**src/rtl/mem_stage_pkg.sv**
```systemverilog
// Shared definitions for the MEM pipeline stage: bus field offsets, load opcodes, slot state.
package mem_stage_pkg;

    localparam int unsigned PASS_W_DEF    = 78;
    // Position of the ertn flag inside the CSR/exception passthrough field
    localparam int unsigned PASS_ERTN_BIT = 0;

    localparam logic [2:0] LD_NONE = 3'd0;
    localparam logic [2:0] LD_B    = 3'd1;
    localparam logic [2:0] LD_H    = 3'd2;
    localparam logic [2:0] LD_W    = 3'd3;
    localparam logic [2:0] LD_BU   = 3'd4;
    localparam logic [2:0] LD_HU   = 3'd5;

    // EX->MEM bus field offsets, LSB first
    localparam int unsigned EX_PC_LSB    = 0;
    localparam int unsigned EX_ALU_LSB   = 32;
    localparam int unsigned EX_WADDR_LSB = 64;
    localparam int unsigned EX_WE_BIT    = 69;
    localparam int unsigned EX_LDOP_LSB  = 70;
    localparam int unsigned EX_REQ_BIT   = 73;
    localparam int unsigned EX_EXCEP_BIT = 74;
    localparam int unsigned EX_PASS_LSB  = 75;

    typedef enum logic [1:0] {
        StEmpty,
        StWait,
        StDone
    } mem_state_e;

    function automatic logic is_load(input logic [2:0] ld_op);
        return (ld_op != LD_NONE) && (ld_op <= LD_HU);
    endfunction

endpackage

```
**src/rtl/mem_load_ext.sv**
```systemverilog
// Byte/half selection and sign/zero extension of a 32-bit load response.
module mem_load_ext
    import mem_stage_pkg::*;
(
    input  logic [2:0]  ld_op_i,
    input  logic [1:0]  addr_i,
    input  logic [31:0] rdata_i,
    output logic [31:0] ext_o
);

    logic [7:0]  byte_sel;
    logic [15:0] half_sel;

    always_comb begin
        byte_sel = '0;
        half_sel = '0;
        ext_o    = rdata_i;
        unique case (addr_i)
            2'd0: byte_sel = rdata_i[7:0];
            2'd1: byte_sel = rdata_i[15:8];
            2'd2: byte_sel = rdata_i[23:16];
            2'd3: byte_sel = rdata_i[31:24];
            default: byte_sel = '0;
        endcase
        half_sel = addr_i[1] ? rdata_i[31:16] : rdata_i[15:0];
        unique case (ld_op_i)
            LD_B:    ext_o = {{24{byte_sel[7]}}, byte_sel};
            LD_BU:   ext_o = {24'd0, byte_sel};
            LD_H:    ext_o = {{16{half_sel[15]}}, half_sel};
            LD_HU:   ext_o = {16'd0, half_sel};
            LD_W:    ext_o = rdata_i;
            default: ext_o = rdata_i;
        endcase
    end

endmodule

```
**src/rtl/mem_stage.sv**
```systemverilog
// MEM pipeline stage: waits for data-SRAM responses, extends loads, forwards to ID, feeds WB.
// Optional MEM_LOAD_FWD_EN: forward extended rdata to ID combinationally on the data_ok cycle.
module mem_stage
    import mem_stage_pkg::*;
#(
    parameter int unsigned PASS_W = PASS_W_DEF,
    parameter int unsigned DROP_W = 2
) (
    input  logic              clk,
    input  logic              reset,
    input  logic              ex_to_mem_valid,
    input  logic [PASS_W+74:0] ex_to_mem_bus,
    output logic              mem_allowin,
    output logic              mem_to_wb_valid,
    output logic [PASS_W+70:0] mem_to_wb_bus,
    input  logic              wb_allowin,
    input  logic              wb_flush,
    input  logic              data_sram_data_ok,
    input  logic [31:0]       data_sram_rdata,
    output logic [38:0]       mem_to_id_bus,
    output logic              mem_to_ex_bus
);

    mem_state_e          state_q, state_d;
    logic [PASS_W-1:0]   pass_q, pass_d;
    logic                excep_q, excep_d;
    logic [2:0]          ld_op_q, ld_op_d;
    logic                rf_we_q, rf_we_d;
    logic [4:0]          waddr_q, waddr_d;
    logic [31:0]         alu_q, alu_d;
    logic [31:0]         pc_q, pc_d;
    logic [31:0]         rdata_q, rdata_d;
    logic [DROP_W-1:0]   drop_q, drop_d;

    logic        mem_valid, resp_ok, ready_go, accept;
    logic        ex_req, ex_excep;
    logic [31:0] load_src, load_ext, wdata;
    logic        id_we, id_avail, ld_block;
    logic [31:0] id_wdata;

    assign ex_req   = ex_to_mem_bus[EX_REQ_BIT];
    assign ex_excep = ex_to_mem_bus[EX_EXCEP_BIT];

    assign mem_valid       = state_q != StEmpty;
    // A response only belongs to this slot once all stale responses are drained
    assign resp_ok         = (state_q == StWait) & data_sram_data_ok & (drop_q == '0);
    assign ready_go        = (state_q == StDone) | resp_ok;
    assign mem_allowin     = ~mem_valid | (ready_go & wb_allowin);
    assign accept          = ex_to_mem_valid & mem_allowin & ~wb_flush;
    assign mem_to_wb_valid = mem_valid & ready_go & ~wb_flush;

    always_comb begin
        state_d = state_q;
        pass_d  = pass_q;
        excep_d = excep_q;
        ld_op_d = ld_op_q;
        rf_we_d = rf_we_q;
        waddr_d = waddr_q;
        alu_d   = alu_q;
        pc_d    = pc_q;
        rdata_d = rdata_q;
        drop_d  = drop_q;

        if (resp_ok) begin
            rdata_d = data_sram_rdata;
        end

        if (wb_flush) begin
            state_d = StEmpty;
        end else if (accept) begin
            state_d = (ex_req & ~ex_excep) ? StWait : StDone;
            pass_d  = ex_to_mem_bus[EX_PASS_LSB +: PASS_W];
            excep_d = ex_excep;
            ld_op_d = ex_to_mem_bus[EX_LDOP_LSB +: 3];
            rf_we_d = ex_to_mem_bus[EX_WE_BIT];
            waddr_d = ex_to_mem_bus[EX_WADDR_LSB +: 5];
            alu_d   = ex_to_mem_bus[EX_ALU_LSB +: 32];
            pc_d    = ex_to_mem_bus[EX_PC_LSB +: 32];
        end else if (ready_go & wb_allowin) begin
            state_d = StEmpty;
        end else if (resp_ok) begin
            state_d = StDone;
        end

        if (wb_flush & (state_q == StWait) & ~data_sram_data_ok) begin
            if (drop_q != '1) begin
                drop_d = drop_q + 1'b1;
            end
        end else if (data_sram_data_ok & (drop_q != '0)) begin
            drop_d = drop_q - 1'b1;
        end
    end

    always_ff @(posedge clk) begin
        if (reset) begin
            state_q <= StEmpty;
            pass_q  <= '0;
            excep_q <= 1'b0;
            ld_op_q <= LD_NONE;
            rf_we_q <= 1'b0;
            waddr_q <= '0;
            alu_q   <= '0;
            pc_q    <= '0;
            rdata_q <= '0;
            drop_q  <= '0;
        end else begin
            state_q <= state_d;
            pass_q  <= pass_d;
            excep_q <= excep_d;
            ld_op_q <= ld_op_d;
            rf_we_q <= rf_we_d;
            waddr_q <= waddr_d;
            alu_q   <= alu_d;
            pc_q    <= pc_d;
            rdata_q <= rdata_d;
            drop_q  <= drop_d;
        end
    end

    // While waiting, the live response is the only valid data source
    assign load_src = (state_q == StWait) ? data_sram_rdata : rdata_q;

    mem_load_ext u_load_ext (
        .ld_op_i (ld_op_q),
        .addr_i  (alu_q[1:0]),
        .rdata_i (load_src),
        .ext_o   (load_ext)
    );

    assign wdata         = is_load(ld_op_q) ? load_ext : alu_q;
    assign mem_to_wb_bus = {pass_q, excep_q, rf_we_q, waddr_q, wdata, pc_q};

    assign id_we = mem_valid & rf_we_q & ~excep_q;

`ifdef MEM_LOAD_FWD_EN
    assign id_avail = ready_go;
    assign id_wdata = wdata;
`else
    logic [31:0] hold_ext;

    mem_load_ext u_hold_ext (
        .ld_op_i (ld_op_q),
        .addr_i  (alu_q[1:0]),
        .rdata_i (rdata_q),
        .ext_o   (hold_ext)
    );

    assign id_avail = state_q == StDone;
    assign id_wdata = is_load(ld_op_q) ? hold_ext : alu_q;
`endif

    assign ld_block      = id_we & is_load(ld_op_q) & ~id_avail;
    assign mem_to_id_bus = {ld_block, id_we, waddr_q, id_wdata};
    assign mem_to_ex_bus = mem_valid & (excep_q | pass_q[PASS_ERTN_BIT]);

endmodule
```
**config.mk**
```make
export PLATFORM = sky130hd
export DESIGN_NAME = mem_stage
export DESIGN_NICKNAME = d
export VERILOG_FILES = /design/src/rtl/mem_stage_pkg.sv /design/src/rtl/mem_load_ext.sv /design/src/rtl/mem_stage.sv
export SDC_FILE = /design/constraint.sdc
export NUM_CORES = 1
export LEC_CHECK = 0
export BUFFER_PORTS_ARGS = -buffer_cell sky130_fd_sc_hd__buf_2
export CAP_MARGIN = 20
export CORE_AREA = 2 2 149 151
export DETAILED_ROUTE_END_ITERATION = 12
export DIE_AREA = 0 0 151 153
export HOLD_SLACK_MARGIN = 0.08
export MAX_ROUTING_LAYER = met4
export PLACE_DENSITY = 0.76
export SETUP_SLACK_MARGIN = 0.2
export SLEW_MARGIN = 30
export SYNTH_ARGS = -nofsm -noshare
export SYNTH_HDL_FRONTEND = slang
export SYNTH_SLANG_ARGS = --single-unit
```
**constraint.sdc**
```tcl
create_clock -name clk -period 2.7 [get_ports clk]
set_clock_uncertainty 0.1 [all_clocks]
set_input_delay 0.54 -clock clk [delete_from_list [all_inputs] [get_ports clk]]
set_output_delay 0.54 -clock clk [all_outputs]
set_load 0.01 [all_outputs]
```
==> metrics.md <==
| Metric | Value |
|---|---|
| Run status | `finished, violations left` |
| Failing checks | `setup timing` |
| Post-synth cell types | `50` |
| Post-DP Area | `0.0116 mm^2` |
| Synth async-reset ratio | `0%` |
| GRT Overall Usage | `32.2%` |
| WL per Instance | `19.1 um` |
| Most used DFF post-synth | `dfxtp_1` |
| Number of warning messages in the yosys log | `0` |
| FMAX | `329 MHz` |
| Vias/cell | `5.46` |
| Worst VDD drop | `0.000345 V` |
| Cell area after layout | `0.0131 mm^2` |
| Core ar. | `0.0215 mm^2` |
| Die Ht | `153 um` |
| Clk_lat worst skew | `0.43 ns` |
| Max-slew violations | `0` |
| TritonCTS clock tree | `done` |
| Global route total overflow | `0` |
| CTS root buf | `clkbuf_16` |
| Num ports | `382` |
| Clock tree buffer depth | `2` |
| Most common cell after layout, fill and taps aside | `nand2_1` |
| Register bit count reported by yosys | `188` |
| Hold Path Class | `primary input to flip-flop` |
| Min cycle time layout | `3.04 ns` |
| Slew margin rel. | `57.9%` |
| CTS Buf Count | `17` |
| Setup Viol. Count Final | `64` |
| Initial antenna violation count | `6` |
| DIE AREA | `0.0231 mm^2` |
| Drt drc | `0` |
| Power Density | `532 mW/mm^2` |
| Sink Count | `188` |
| RSZ-0062 raised after global routing | `yes` |
| 1st-iter DRT viols | `898` |
| Syn nets | `1441` |
| WS Path Type | `flip-flop to primary output` |
| Htree depth | `4` |
| Yosys top cell area share | `41.8%` |
| Setup Total Neg Slack | `-15.86 ns` |
| Largest net degree at the start of global routing | `75` |
| Worst setup SP type | `flip-flop` |
| CP Cell Sequence | `mux2i_1 > mux4_2 > or3_4 > o211ai_4 > o22a_1 > buf_2` |
| Post-synth EDFFs | `0` |
| Period utilization | `113%` |
| Max Cap Viol | `0` |
| Post-Layout Cell Count | `1970` |
| Tightest Pin Transition | `0.632 ns` |
| Layout net count | `1864` |
| Initial core utilization | `41.9%` |
| First-pass GRT wire length | `55900 um` |
| Critical path data arrival time | `2.40 ns` |
| Width of the die | `151 um` |
| I/O Buffers | `381` |
| DP Cell Count | `1894` |
| Leakage power figure | `5.79 nW` |
| Placer Congestion | `1.05` |
| Largest cells by area after synthesis | `dfxtp_1 42%, nand2_1 18%, a21oi_1 14%` |
| CP Buf/Inv Count | `1` |
| Synthesized cell area | `0.00900 mm^2` |
| Final Hold Vio Count | `0` |
| Fin util | `61.2%` |
| DRT Pass-1 Iters | `7` |
| Syn-to-layout area delta | `46.0%` |
| Critical-path top delay cell | `mux4_2` |
| Dpl ws | `-0.166 ns` |
| Detail Placement HPWL | `27600 um` |
| Req. time, crit path | `2.06 ns` |
| Synth Area per Inst | `7.20 um^2` |
| Crit end category | `primary output` |
| Vias in the first global route | `9974` |
| Crit path max fanout | `8` |
| Crit-path max cell delay | `0.49 ns` |
| WHS | `0.227 ns` |
| Vias | `10800` |
| CP top delay family | `multiplexers` |
| DRT Wirelength | `37700 um` |
| Clock slew seen by the registers of the worst setup and hold paths | `0.09 ns` |
| Synth area leader | `dfxtp_1` |
| Layout cells sized above 1 | `37.3%` |
| Hold_buf cts | `0` |
| Commonest cells after routing, fill and taps aside | `430 x nand2_1, 379 x buf_2, 233 x a21oi_1` |
| Standard-cell rows | `54` |
| Final ANT Viol Nets | `0` |
| Seq/Total Area, Yosys | `41.8%` |
| PnR worst setup slack | `-0.340 ns` |
| Synth Instances | `1250` |
| Pwr Total | `6.99 mW` |
[layer usage]
metal  up-vias  global-route usage (%)  share of wire (%)
met1      4924                    37.3                 38
met5         -                       -                  0
met4         0                    15.0                5.0
met2       636                    53.2                 49
li1       5088                       -                  -
met3       117                    6.66                8.9
[repair_timing]
item / in CTS / in global routing
setup buffers: 15 / 22
pin swaps: 24 / 41
endpoints found under the setup margin: 66 / 66
gates cloned: 3 / 0
gates resized for setup: 72 / 74
[cells in the mapped netlist (2+ instances only)]
cell / count
xnor2_1: 3
o22a_1: 16
nand3b_1: 3
inv_1: 8
buf_6: 3
o21ai_0: 35
buf_1: 3
nand2_1: 432
nor2b_1: 4
buf_2: 22
o211ai_1: 12
a22o_1: 7
nor2_1: 50
and2_1: 6
buf_4: 11
o22ai_1: 13
mux2i_1: 39
a31oi_1: 5
o2111ai_1: 5
nand3_1: 10
a211oi_1: 5
nand2b_1: 4
nor3_1: 7
a21oi_1: 247
a21o_1: 3
dfxtp_1: 188
nor3b_1: 3
clkbuf_1: 71
or3_1: 2
mux2_2: 9
a221oi_1: 5
[worst paths after layout]
kind	slack [ns]	startpoint	end	depth (start not counted)
setup / recovery	-0.34	alu_q[1]	mem_to_wb_bus[49]	6
hold / removal	0.23	ex_to_mem_bus[104]	pass_q[29]	3
setup reg to reg	0.57	drop_q[0]	alu_q[1]	8
hold reg to reg	0.35	pass_q[76]	pass_q[76]	2
[where the power goes]
part | internal (mW) | leakage [nW] | switching [mW]
Combinational | 0.610 | 3.96 | 0.818
Sequential | 2.88 | 1.54 | 0.0755
Clock | 1.33 | 0.292 | 1.27
Total | 4.82 | 5.79 | 2.17
[area by class of cell]
class / instances / area (um^2)
fillers: 2009 / 8350
diodes: 5 / 12.5
repair buffers: 512 / 3190
flip-flops and latches: 188 / 3780
clock inverters: 14 / 164
multi-input cells: 945 / 5180
well taps: 280 / 350
inverters: 9 / 38.8
clock buffers: 17 / 425
[state kept, by name, summed over array words and instances, names as in the netlist]
register  cells
pc_q         32
drop_q        2
excep_q       1
waddr_q       5
pass_q       78
ld_op_q       3
state_q       2
alu_q        32
rf_we_q       1
rdata_q      32
[worst register-to-register path, cell delays in order (launching register included)]
cell and delay, ns:
dfxtp_1 0.35, nor3b_1 0.19, buf_4 0.17, a311oi_2 0.13, nor3b_2 0.37, buf_12 0.23, buf_12 0.22, nand2_1 0.10
a21oi_1 0.19
[logic make-up after synthesis]
group	synth area share, %
DFF	41.8
adders and majority gates	0.111
AOI/OAI and AO/OA	23.1
muxes	5.71
xor gates and xnor gates	0.292
buffers and inverters	5.98
and+or+nand+nor	22.9
No activity file was read; power rests on OpenSTA's default activity.
